==> src/rtl/rf_pkg.sv <==
// Shared types and widths for the register-file writeback slice.
//   DATA_W / ADDR_W / NUM_REGS : write data width, register address width, register count
//   wb_src_e                   : which pipe produced a writeback
//   wb_req_t                   : one pending register write {rd, data}
package rf_pkg;

  localparam int unsigned DATA_W   = 32;
  localparam int unsigned ADDR_W   = 5;
  localparam int unsigned NUM_REGS = 2 ** ADDR_W;

  typedef enum logic {
    WB_SRC_ALU = 1'b0,
    WB_SRC_LSU = 1'b1
  } wb_src_e;

  typedef struct packed {
    logic [ADDR_W-1:0] rd;
    logic [DATA_W-1:0] data;
  } wb_req_t;

endpackage : rf_pkg

==> src/rtl/rf_wb_fifo.sv <==
// Small synchronous FIFO of wb_req_t entries buffering load results.
// Ports:
//   clk, rst_n     : clock, async active-low reset (empties the FIFO)
//   push, wdata    : enqueue request and payload (ignored while full)
//   pop, rdata     : dequeue request (ignored while empty) and head entry
//   full, empty    : occupancy flags derived from count
//   count          : number of valid entries, 0..DEPTH
// DEPTH must be a power of two so the pointers wrap naturally.
module rf_wb_fifo
  import rf_pkg::*;
#(
  parameter int unsigned DEPTH = 4
) (
  input  logic                   clk,
  input  logic                   rst_n,
  input  logic                   push,
  input  wb_req_t                wdata,
  input  logic                   pop,
  output wb_req_t                rdata,
  output logic                   full,
  output logic                   empty,
  output logic [$clog2(DEPTH):0] count
);

  localparam int unsigned PTR_W = $clog2(DEPTH);
  localparam int unsigned CNT_W = PTR_W + 1;

  wb_req_t          mem_q [DEPTH];
  logic [PTR_W-1:0] wr_ptr_q, wr_ptr_d;
  logic [PTR_W-1:0] rd_ptr_q, rd_ptr_d;
  logic [CNT_W-1:0] count_q, count_d;
  logic             do_push;
  logic             do_pop;

  assign full  = (count_q == CNT_W'(DEPTH));
  assign empty = (count_q == '0);
  assign count = count_q;
  assign rdata = mem_q[rd_ptr_q];

  // Pointer and occupancy update; simultaneous push and pop leave count unchanged.
  always_comb begin
    do_push  = push && !full;
    do_pop   = pop && !empty;
    wr_ptr_d = wr_ptr_q;
    rd_ptr_d = rd_ptr_q;
    if (do_push) wr_ptr_d = wr_ptr_q + PTR_W'(1);
    if (do_pop)  rd_ptr_d = rd_ptr_q + PTR_W'(1);
    count_d = count_q + CNT_W'(do_push) - CNT_W'(do_pop);
  end

  always_ff @(posedge clk or negedge rst_n) begin
    if (!rst_n) begin
      wr_ptr_q <= '0;
      rd_ptr_q <= '0;
      count_q  <= '0;
    end else begin
      wr_ptr_q <= wr_ptr_d;
      rd_ptr_q <= rd_ptr_d;
      count_q  <= count_d;
    end
  end

  // Storage needs no reset: entries are only read once count marks them valid.
  always_ff @(posedge clk) begin
    if (do_push) mem_q[wr_ptr_q] <= wdata;
  end

endmodule : rf_wb_fifo

==> src/rtl/rf_writeback_ctrl.sv <==
// Register-file write-port owner: merges ALU results and buffered load returns,
// registers the chosen write one cycle ahead of the regfile commit, and tracks
// pending loads to flag RAW/WAW hazards to the issue stage.
// Ports:
//   i_clk, i_reset                 : clock, async active-low reset
//   i_alu_valid/_rd/_data          : ALU result, always accepted, highest priority
//   i_lsu_valid/_rd/_data, o_lsu_ready : load-return handshake into the FIFO
//   i_issue_valid/_is_load/_rd     : issuing instruction (loads mark rd pending)
//   i_rs1_addr, i_rs2_addr         : sources of the candidate instruction
//   o_hazard                       : candidate must stall (combinational)
//   o_rd_addr/_data/_wren          : registered regfile write port
// Build option RF_WB_BYPASS_EN: adds o_fwd_rs1_en/o_fwd_rs2_en and hides a
// pending bit from o_hazard during the cycle its clearing write is on o_rd_*.
module rf_writeback_ctrl
  import rf_pkg::*;
#(
  parameter int unsigned LSU_FIFO_DEPTH = 4
) (
  input  logic              i_clk,
  input  logic              i_reset,
  input  logic              i_alu_valid,
  input  logic [ADDR_W-1:0] i_alu_rd,
  input  logic [DATA_W-1:0] i_alu_data,
  input  logic              i_lsu_valid,
  output logic              o_lsu_ready,
  input  logic [ADDR_W-1:0] i_lsu_rd,
  input  logic [DATA_W-1:0] i_lsu_data,
  input  logic              i_issue_valid,
  input  logic              i_issue_is_load,
  input  logic [ADDR_W-1:0] i_issue_rd,
  input  logic [ADDR_W-1:0] i_rs1_addr,
  input  logic [ADDR_W-1:0] i_rs2_addr,
  output logic              o_hazard,
  output logic [ADDR_W-1:0] o_rd_addr,
  output logic [DATA_W-1:0] o_rd_data,
`ifdef RF_WB_BYPASS_EN
  output logic              o_fwd_rs1_en,
  output logic              o_fwd_rs2_en,
`endif
  output logic              o_rd_wren
);

  localparam int unsigned CNT_W = $clog2(LSU_FIFO_DEPTH) + 1;

  wb_req_t             lsu_req;
  wb_req_t             fifo_head;
  wb_req_t             sel_req;
  wb_src_e             sel_src;
  logic                sel_valid;
  logic                fifo_pop;
  logic                fifo_full;
  logic                fifo_empty;
  logic [CNT_W-1:0]    fifo_count;
  logic                lsu_commit;

  logic                rd_wren_q, rd_wren_d;
  logic [ADDR_W-1:0]   rd_addr_q, rd_addr_d;
  logic [DATA_W-1:0]   rd_data_q, rd_data_d;
  wb_src_e             wb_src_q, wb_src_d;
  logic [NUM_REGS-1:0] sb_q, sb_d;
  logic [NUM_REGS-1:0] sb_eff;

  assign lsu_req     = '{rd: i_lsu_rd, data: i_lsu_data};
  assign o_lsu_ready = !fifo_full;

  rf_wb_fifo #(
    .DEPTH (LSU_FIFO_DEPTH)
  ) u_lsu_fifo (
    .clk   (i_clk),
    .rst_n (i_reset),
    .push  (i_lsu_valid),
    .wdata (lsu_req),
    .pop   (fifo_pop),
    .rdata (fifo_head),
    .full  (fifo_full),
    .empty (fifo_empty),
    .count (fifo_count)
  );

  // Arbiter: ALU wins outright; the FIFO head drains only in ALU-idle cycles.
  always_comb begin
    sel_valid = 1'b0;
    sel_src   = WB_SRC_ALU;
    sel_req   = '{rd: i_alu_rd, data: i_alu_data};
    fifo_pop  = 1'b0;
    if (i_alu_valid) begin
      sel_valid = 1'b1;
    end else if (!fifo_empty) begin
      sel_valid = 1'b1;
      sel_src   = WB_SRC_LSU;
      sel_req   = fifo_head;
      fifo_pop  = 1'b1;
    end
  end

  // Output stage: writes to x0 are consumed but never enabled.
  always_comb begin
    rd_wren_d = sel_valid && (sel_req.rd != '0);
    rd_addr_d = rd_addr_q;
    rd_data_d = rd_data_q;
    wb_src_d  = wb_src_q;
    if (sel_valid) begin
      rd_addr_d = sel_req.rd;
      rd_data_d = sel_req.data;
      wb_src_d  = sel_src;
    end
  end

  // Pending-load scoreboard; a same-edge set overrides the clear.
  always_comb begin
    lsu_commit = rd_wren_q && (wb_src_q == WB_SRC_LSU);
    sb_d       = sb_q;
    if (lsu_commit) sb_d[rd_addr_q] = 1'b0;
    if (i_issue_valid && i_issue_is_load && (i_issue_rd != '0)) sb_d[i_issue_rd] = 1'b1;
    sb_d[0] = 1'b0;
  end

  // Hazard view of the scoreboard; with bypass the committing load is already visible.
  always_comb begin
    sb_eff = sb_q;
`ifdef RF_WB_BYPASS_EN
    if (lsu_commit) sb_eff[rd_addr_q] = 1'b0;
`endif
    sb_eff[0] = 1'b0;
    o_hazard  = sb_eff[i_rs1_addr] | sb_eff[i_rs2_addr] |
                (i_issue_is_load & sb_eff[i_issue_rd]);
  end

`ifdef RF_WB_BYPASS_EN
  assign o_fwd_rs1_en = rd_wren_q && (rd_addr_q == i_rs1_addr) && (i_rs1_addr != '0);
  assign o_fwd_rs2_en = rd_wren_q && (rd_addr_q == i_rs2_addr) && (i_rs2_addr != '0);
`endif

  always_ff @(posedge i_clk or negedge i_reset) begin
    if (!i_reset) begin
      rd_wren_q <= 1'b0;
      rd_addr_q <= '0;
      rd_data_q <= '0;
      wb_src_q  <= WB_SRC_ALU;
      sb_q      <= '0;
    end else begin
      rd_wren_q <= rd_wren_d;
      rd_addr_q <= rd_addr_d;
      rd_data_q <= rd_data_d;
      wb_src_q  <= wb_src_d;
      sb_q      <= sb_d;
    end
  end

  assign o_rd_wren = rd_wren_q;
  assign o_rd_addr = rd_addr_q;
  assign o_rd_data = rd_data_q;

  // Occupancy can never exceed the buffer size.
  a_fifo_count_range: assert property (@(posedge i_clk) disable iff (!i_reset)
    fifo_count <= CNT_W'(LSU_FIFO_DEPTH));

endmodule : rf_writeback_ctrl

==> config.mk <==
export PLATFORM = sky130hd
export DESIGN_NAME = rf_writeback_ctrl
export DESIGN_NICKNAME = d
export VERILOG_FILES = /design/src/rtl/rf_pkg.sv /design/src/rtl/rf_wb_fifo.sv /design/src/rtl/rf_writeback_ctrl.sv
export SDC_FILE = /design/constraint.sdc
export NUM_CORES = 1
export LEC_CHECK = 0
export BUFFER_PORTS_ARGS = -buffer_cell sky130_fd_sc_hd__buf_2
export CORE_MARGIN = 4
export CORE_UTILIZATION = 55
export DETAILED_ROUTE_END_ITERATION = 7
export PLACE_DENSITY_LB_ADDON = 0.3
export SLEW_MARGIN = 20
export SYNTH_ARGS = -nofsm -noshare
export SYNTH_HDL_FRONTEND = slang
export SYNTH_SLANG_ARGS = --single-unit
==> constraint.sdc <==
create_clock -name i_clk -period 5.75 [get_ports i_clk]
set_input_delay 0.575 -clock i_clk [delete_from_list [all_inputs] [get_ports i_clk]]
set_output_delay 0.575 -clock i_clk [all_outputs]
set_load 0.1 [all_outputs]
== Word-level counts from Yosys, hierarchy flattened ==
Memory sizes are Yosys's and may differ from the RTL's.
Index checks and enable logic that the tools add are counted.
Storage, ports and cells
  bits in registers: 77
  memory bits (writable): 148
  output and inout port bits: 40
  word-level logic and storage cells: 58
  memories kept: 1
Memories
  u_lsu_fifo.mem_q: depth 4, width 37, read ports 1, clocked after Yosys merged registers in 0, write ports 1, line rf_wb_fifo.sv:28  | wb_req_t mem_q [DEPTH];
Cells by class
  add/subtract/negate cells: 4
  magnitude comparators: 6
  eq/ne operators: 1
  muxes and demuxes: 19
  bitwise logic cells: 6
  reductions and logical operators: 13
Operators by type and width (count)
  37-bit two-way mux: 2
  32-bit two-way mux: 2
  32-bit AND: 1
  32-bit NOT: 1
  32-bit OR: 1
  5-bit by 6-bit less-than comparator with 1-bit output, second input constant: 4
  1-bit binary-select mux with 5-bit select: 3
  1-bit demux with 5-bit select: 2
  5-bit by 1-bit greater-or-equal comparator with 1-bit output, second input constant: 2
  1-bit two-way mux: 10
  5-bit nonzero test: 2
  1-bit logical AND: 8
  2-bit by 1-bit adder with 2-bit output, second input constant: 2
  3-bit by 1-bit adder with 3-bit output: 1
  3-bit equality test, second input constant: 1
  3-bit zero test: 1
  3-bit by 1-bit subtractor with 3-bit output: 1
  1-bit zero test: 2
  1-bit OR: 2
  1-bit AND: 1

== Depth between registers and ports, before layout ==
  depth in word-level cells: 9
  depth in mapped cells: 8
  mapped depth without buffers: 8

== By module ==
A second synthesis with hierarchy kept.
Unflattened totals
  cell total of the unflattened synthesis: 623
  area total of the unflattened synthesis: 9731.8 sq um
Modules (own cells, without submodules)
  rf_wb_fifo: times used 1, cells an instance 235, area an instance 5800.6 sq um, sequential area each 4619.4 sq um
  rf_writeback_ctrl: times used 1, cells an instance 388, area an instance 3931.3 sq um, sequential area each 1751.7 sq um

== Worst setup path before layout ==
Ideal clock, no wire load.
  kind: in2out
  start: in i_rs2_addr[0]
  end: out o_hazard
  arrival time: 2.639 ns
  required time: 5.175 ns
  setup slack: 2.536 ns
  stages: 6
  path through: buf_2 mux4_2 mux2i_1 nor3b_1 nor4_1 nand4_1
Between the ends
  longest elaborated chain between the ends: 4
RTL lines
  start, declared: line rf_writeback_ctrl.sv:32  | input logic [ADDR_W-1:0] i_rs2_addr,
  1-bit binary-select mux with 5-bit select: line rf_writeback_ctrl.sv:125  | o_hazard = sb_eff[i_rs1_addr] | sb_eff[i_rs2_addr] |
  1-bit two-way mux (not written as such): line rf_writeback_ctrl.sv:125
  1-bit OR (2 in series): line rf_writeback_ctrl.sv:125
  end, declared: line rf_writeback_ctrl.sv:33  | output logic o_hazard,
Every way passes these cells. The select of a mux whose other input is x is not followed.

== Worst setup path in the final report ==
  start: reg sb_q[13]
  end: out o_hazard
Between the ends
  longest elaborated chain between the ends: 4
RTL lines
  start, declared: line rf_writeback_ctrl.sv:60  | logic [NUM_REGS-1:0] sb_q, sb_d;
  start signal, assigned: line rf_writeback_ctrl.sv:140  | sb_q <= '0;
  start signal, assigned: line rf_writeback_ctrl.sv:146  | sb_q <= sb_d;
  1-bit binary-select mux with 5-bit select (on tied branches): line rf_writeback_ctrl.sv:125, rf_writeback_ctrl.sv:126
  1-bit two-way mux (on tied branches): line rf_writeback_ctrl.sv:125, rf_writeback_ctrl.sv:126
  1-bit OR / 1-bit AND (equally long branches): line rf_writeback_ctrl.sv:125, rf_writeback_ctrl.sv:126
  1-bit OR (*): line rf_writeback_ctrl.sv:125
Mark *: on every way between the ends. The rest lies on a longest branch, timed or not. The select of a mux whose other input is x is not followed.

==> metrics.cfg <==
[run_status]
status = complete, no violations

[pwr]
peakVddDrop_mv = 0.375
finalPower_w = 0.00636
power_leakage_nw = 4.35
powerDensity_mw_per_mm2 = 568

[worst_setup_path]
path_cells = mux4_1 -> a32oi_1 -> o21ai_1 -> o31ai_1 -> nand4_1 -> buf_2
cp.arrival_ns = 2.46
critPathSlowestCell = mux4_1
ff2ff_path_depth = 4
critical_path.top_delay_family = compound AO/OA/AOI/OAI gates
cp.required_ns = 5.18
end_kind = output port
critical-path-max-stage-delay_ns = 0.52
crit_path_start_kind = flip-flop
rr_startpoint = u_lsu_fifo.rd_ptr_q[0]$_DFFE_PN0P_
r2r_slack_ns = 3.40
worst-path-buf-inv = 1
rr_endpoint = o_rd_data[10]$_DFFE_PN0P_
crit_path_max_fanout = 4
critical_path_class = flip-flop to output port

[yosys]
synth_adder_area_share_pct = 0.992
syn_area_mm2 = 0.00959
syn-num-nets = 693
syn_area_per_cell_um2 = 16.2
synth_seq_cells = 225
syn-instance-count = 591
synth_xor_area_share_pct = 0.457
ys_async_sr_fraction_pct = 34.2
synth_compound_area_share_pct = 5.85
synth_top_family_by_area = multiplexers
synth.area.mux_share_pct = 19.3
yosysWarnings = 0
synthFlopType = edfxtp_1
synth_simple_gate_area_share_pct = 5.06
synth_cell_types = 41
yosysSeqAreaShare_pct = 66.4
synth_edf_count = 148

[sta]
max_slew_margin_pct = 25.6
fmax_ghz = 0.330
tns_ns = 0
setup_viol = 0
whs_ns = 0.0777
period_share_pct = 52.7
slew_violations = 0
fin_skew_ns = 0.00873
rsz0062_at_grt = no
hold_viol = 0
min_period_ns = 3.03
worst_pin_slew_ns = 1.12

[floorplanning]
die_area_mm2 = 0.0196
io_pins = 135
die_h_um = 140
initial_utilization_pct = 55.8
rows = 48
core_area_mm2 = 0.0172
dieWidth_um = 140

[detailed_routing]
via_count = 5757
vias_per_cell = 5.96
drc_errors = 0
drt_iter0_markers = 383
routed_wl_mm = 21.4
ant_nets = 0
dr.pass1.iters = 5
wl_per_cell_um = 22.1

[flow_run]
maxCapViolations = 0

[cts]
cts_root_buf = clkbuf_16
cts_resized = 0
clk_pin_slew_worst_paths_ns = 0.06
cts_sinks = 225
htreeDepth = 1
clock_latency_ns = 0.49
cts_hold_buf = 0
tritoncts = yes
clockBufferDepth = 3
cts_buffers = 23
cts_setup_buffers = 0

[cells_and_area]
n_fill_cell = 1265
instances_no_fill = 966
layout.nets = 826
area_growth_pct = 16.7
drive_gt1_share_pct = 32.8
layout_common_cells = 148 x edfxtp_1, 133 x buf_2, 85 x o21ai_0, 75 x dfrtp_1, 54 x mux4_2
final_common_cell = edfxtp_1

[global_route]
grt_antenna_before_repair = 2
overflow = 0
grt_pass1_wl_mm = 34.1
grt_use_total_pct = 22.1
grt_pass1_vias = 6207
grt_max_degree = 78

[place]
dp_hpwl_mm = 14.3
place.gp.congestion = 0.920
portBuffers = 134
dp.cells = 924

[worst_hold_path]
hold_class = primary input to asynchronous set/reset pin

metal layers:
| layer | track usage, % | routed length, um |
|---|---|---|
| met2 | 37.9 | 10800 |
| met5 | 0 | 7 |
| met1 | 29.1 | 8580 |
| met3 | 4.44 | 1390 |
| met4 | 6.27 | 574 |
per-stage QoR:
step	cell area (um2)	setup WS, ns	util [%]
after detailed placement	10400	2.72	60.7
after floorplan	9590	2.54	-
after CTS	11200	2.68	65.1
final	11200	2.72	65.2
after global placement	10400	2.73	60.7
after global routing	11200	2.66	65.2
Yosys cell counts (6+ instances only):
master,instances,share of area [%]
dfrtp_1,77,20
mux2_2,10,1.2
o21ai_0,85,4.4
mux2i_1,42,4.4
buf_2,8,0.42
nor3b_1,6,0.47
nor2_1,11,0.43
clkbuf_1,12,0.47
edfxtp_1,148,46
ha_1,6,0.78
o21ai_1,11,0.57
inv_1,7,0.27
nand2_1,47,1.8
mux4_2,54,13
sequential cells by signal, indices dropped and copies added, names as in the netlist:
| register | flops |
|---|---|
| u_lsu_fifo.wr_ptr_q | 2 |
| u_lsu_fifo.rd_ptr_q | 2 |
| o_rd_addr | 5 |
| u_lsu_fifo.count | 3 |
| wb_src_q | 1 |
| o_rd_wren | 1 |
| sb_q | 31 |
| u_lsu_fifo.mem_q | 148 |
| o_rd_data | 32 |
power by group:
group | internal, W | total [W] | switching (W) | leakage, nW
logic | 0.000778 | 0.00225 | 0.00147 | 1.74
clock network | 0.000910 | 0.00148 | 0.000574 | 0.366
registers | 0.00220 | 0.00262 | 0.000426 | 2.24
total | 0.00389 | 0.00636 | 0.00247 | 4.35
worst max path at each step:
| stage | cells after the start | slack [ns] | start | end |
|---|---|---|---|---|
| 2_1_floorplan | 6 | 2.54 | i_rs2_addr[0] | o_hazard |
| 3_3_place_gp | 7 | 2.73 | i_issue_rd[0] | o_hazard |
| 3_5_place_dp | 7 | 2.72 | i_issue_rd[0] | o_hazard |
| 4_1_cts | 6 | 2.68 | sb_q[14]$_DFF_PN0_ | o_hazard |
| 5_1_grt | 6 | 2.66 | sb_q[14]$_DFF_PN0_ | o_hazard |
| 6_report | 6 | 2.72 | sb_q[13]$_DFF_PN0_ | o_hazard |
area by class of cell:
class / instances / area, um2 / share of cell area (%)
Clock inverter: 14 / 165 / 1.48
Multi-Input combinational cell: 329 / 3050 / 27.2
Clock buffer: 27 / 591 / 5.28
Timing Repair Buffer: 138 / 707 / 6.32
Inverter: 7 / 26.3 / 0.235
Antenna cell: 1 / 2.50 / 0.0224
Tap cell: 225 / 282 / 2.52
Sequential cell: 225 / 6370 / 56.9
worst reg2reg max path, cell delays in order (launching register included):
cell and delay [ns]:
dfrtp_2 0.92, buf_4 0.45, mux4_2 0.57, mux2i_1 0.16, o21ai_0 0.10
cell families after synthesis:
logic type / Yosys count
AND/OR/NAND/NOR: 99
flip-flops: 225
buffers and inverters: 37
multiplexers: 110
adder cells (fa/ha/maj): 7
AO/OA/AOI/OAI: 108
XOR/XNOR: 5
Note: power is estimated with default switching activity, not from simulation.
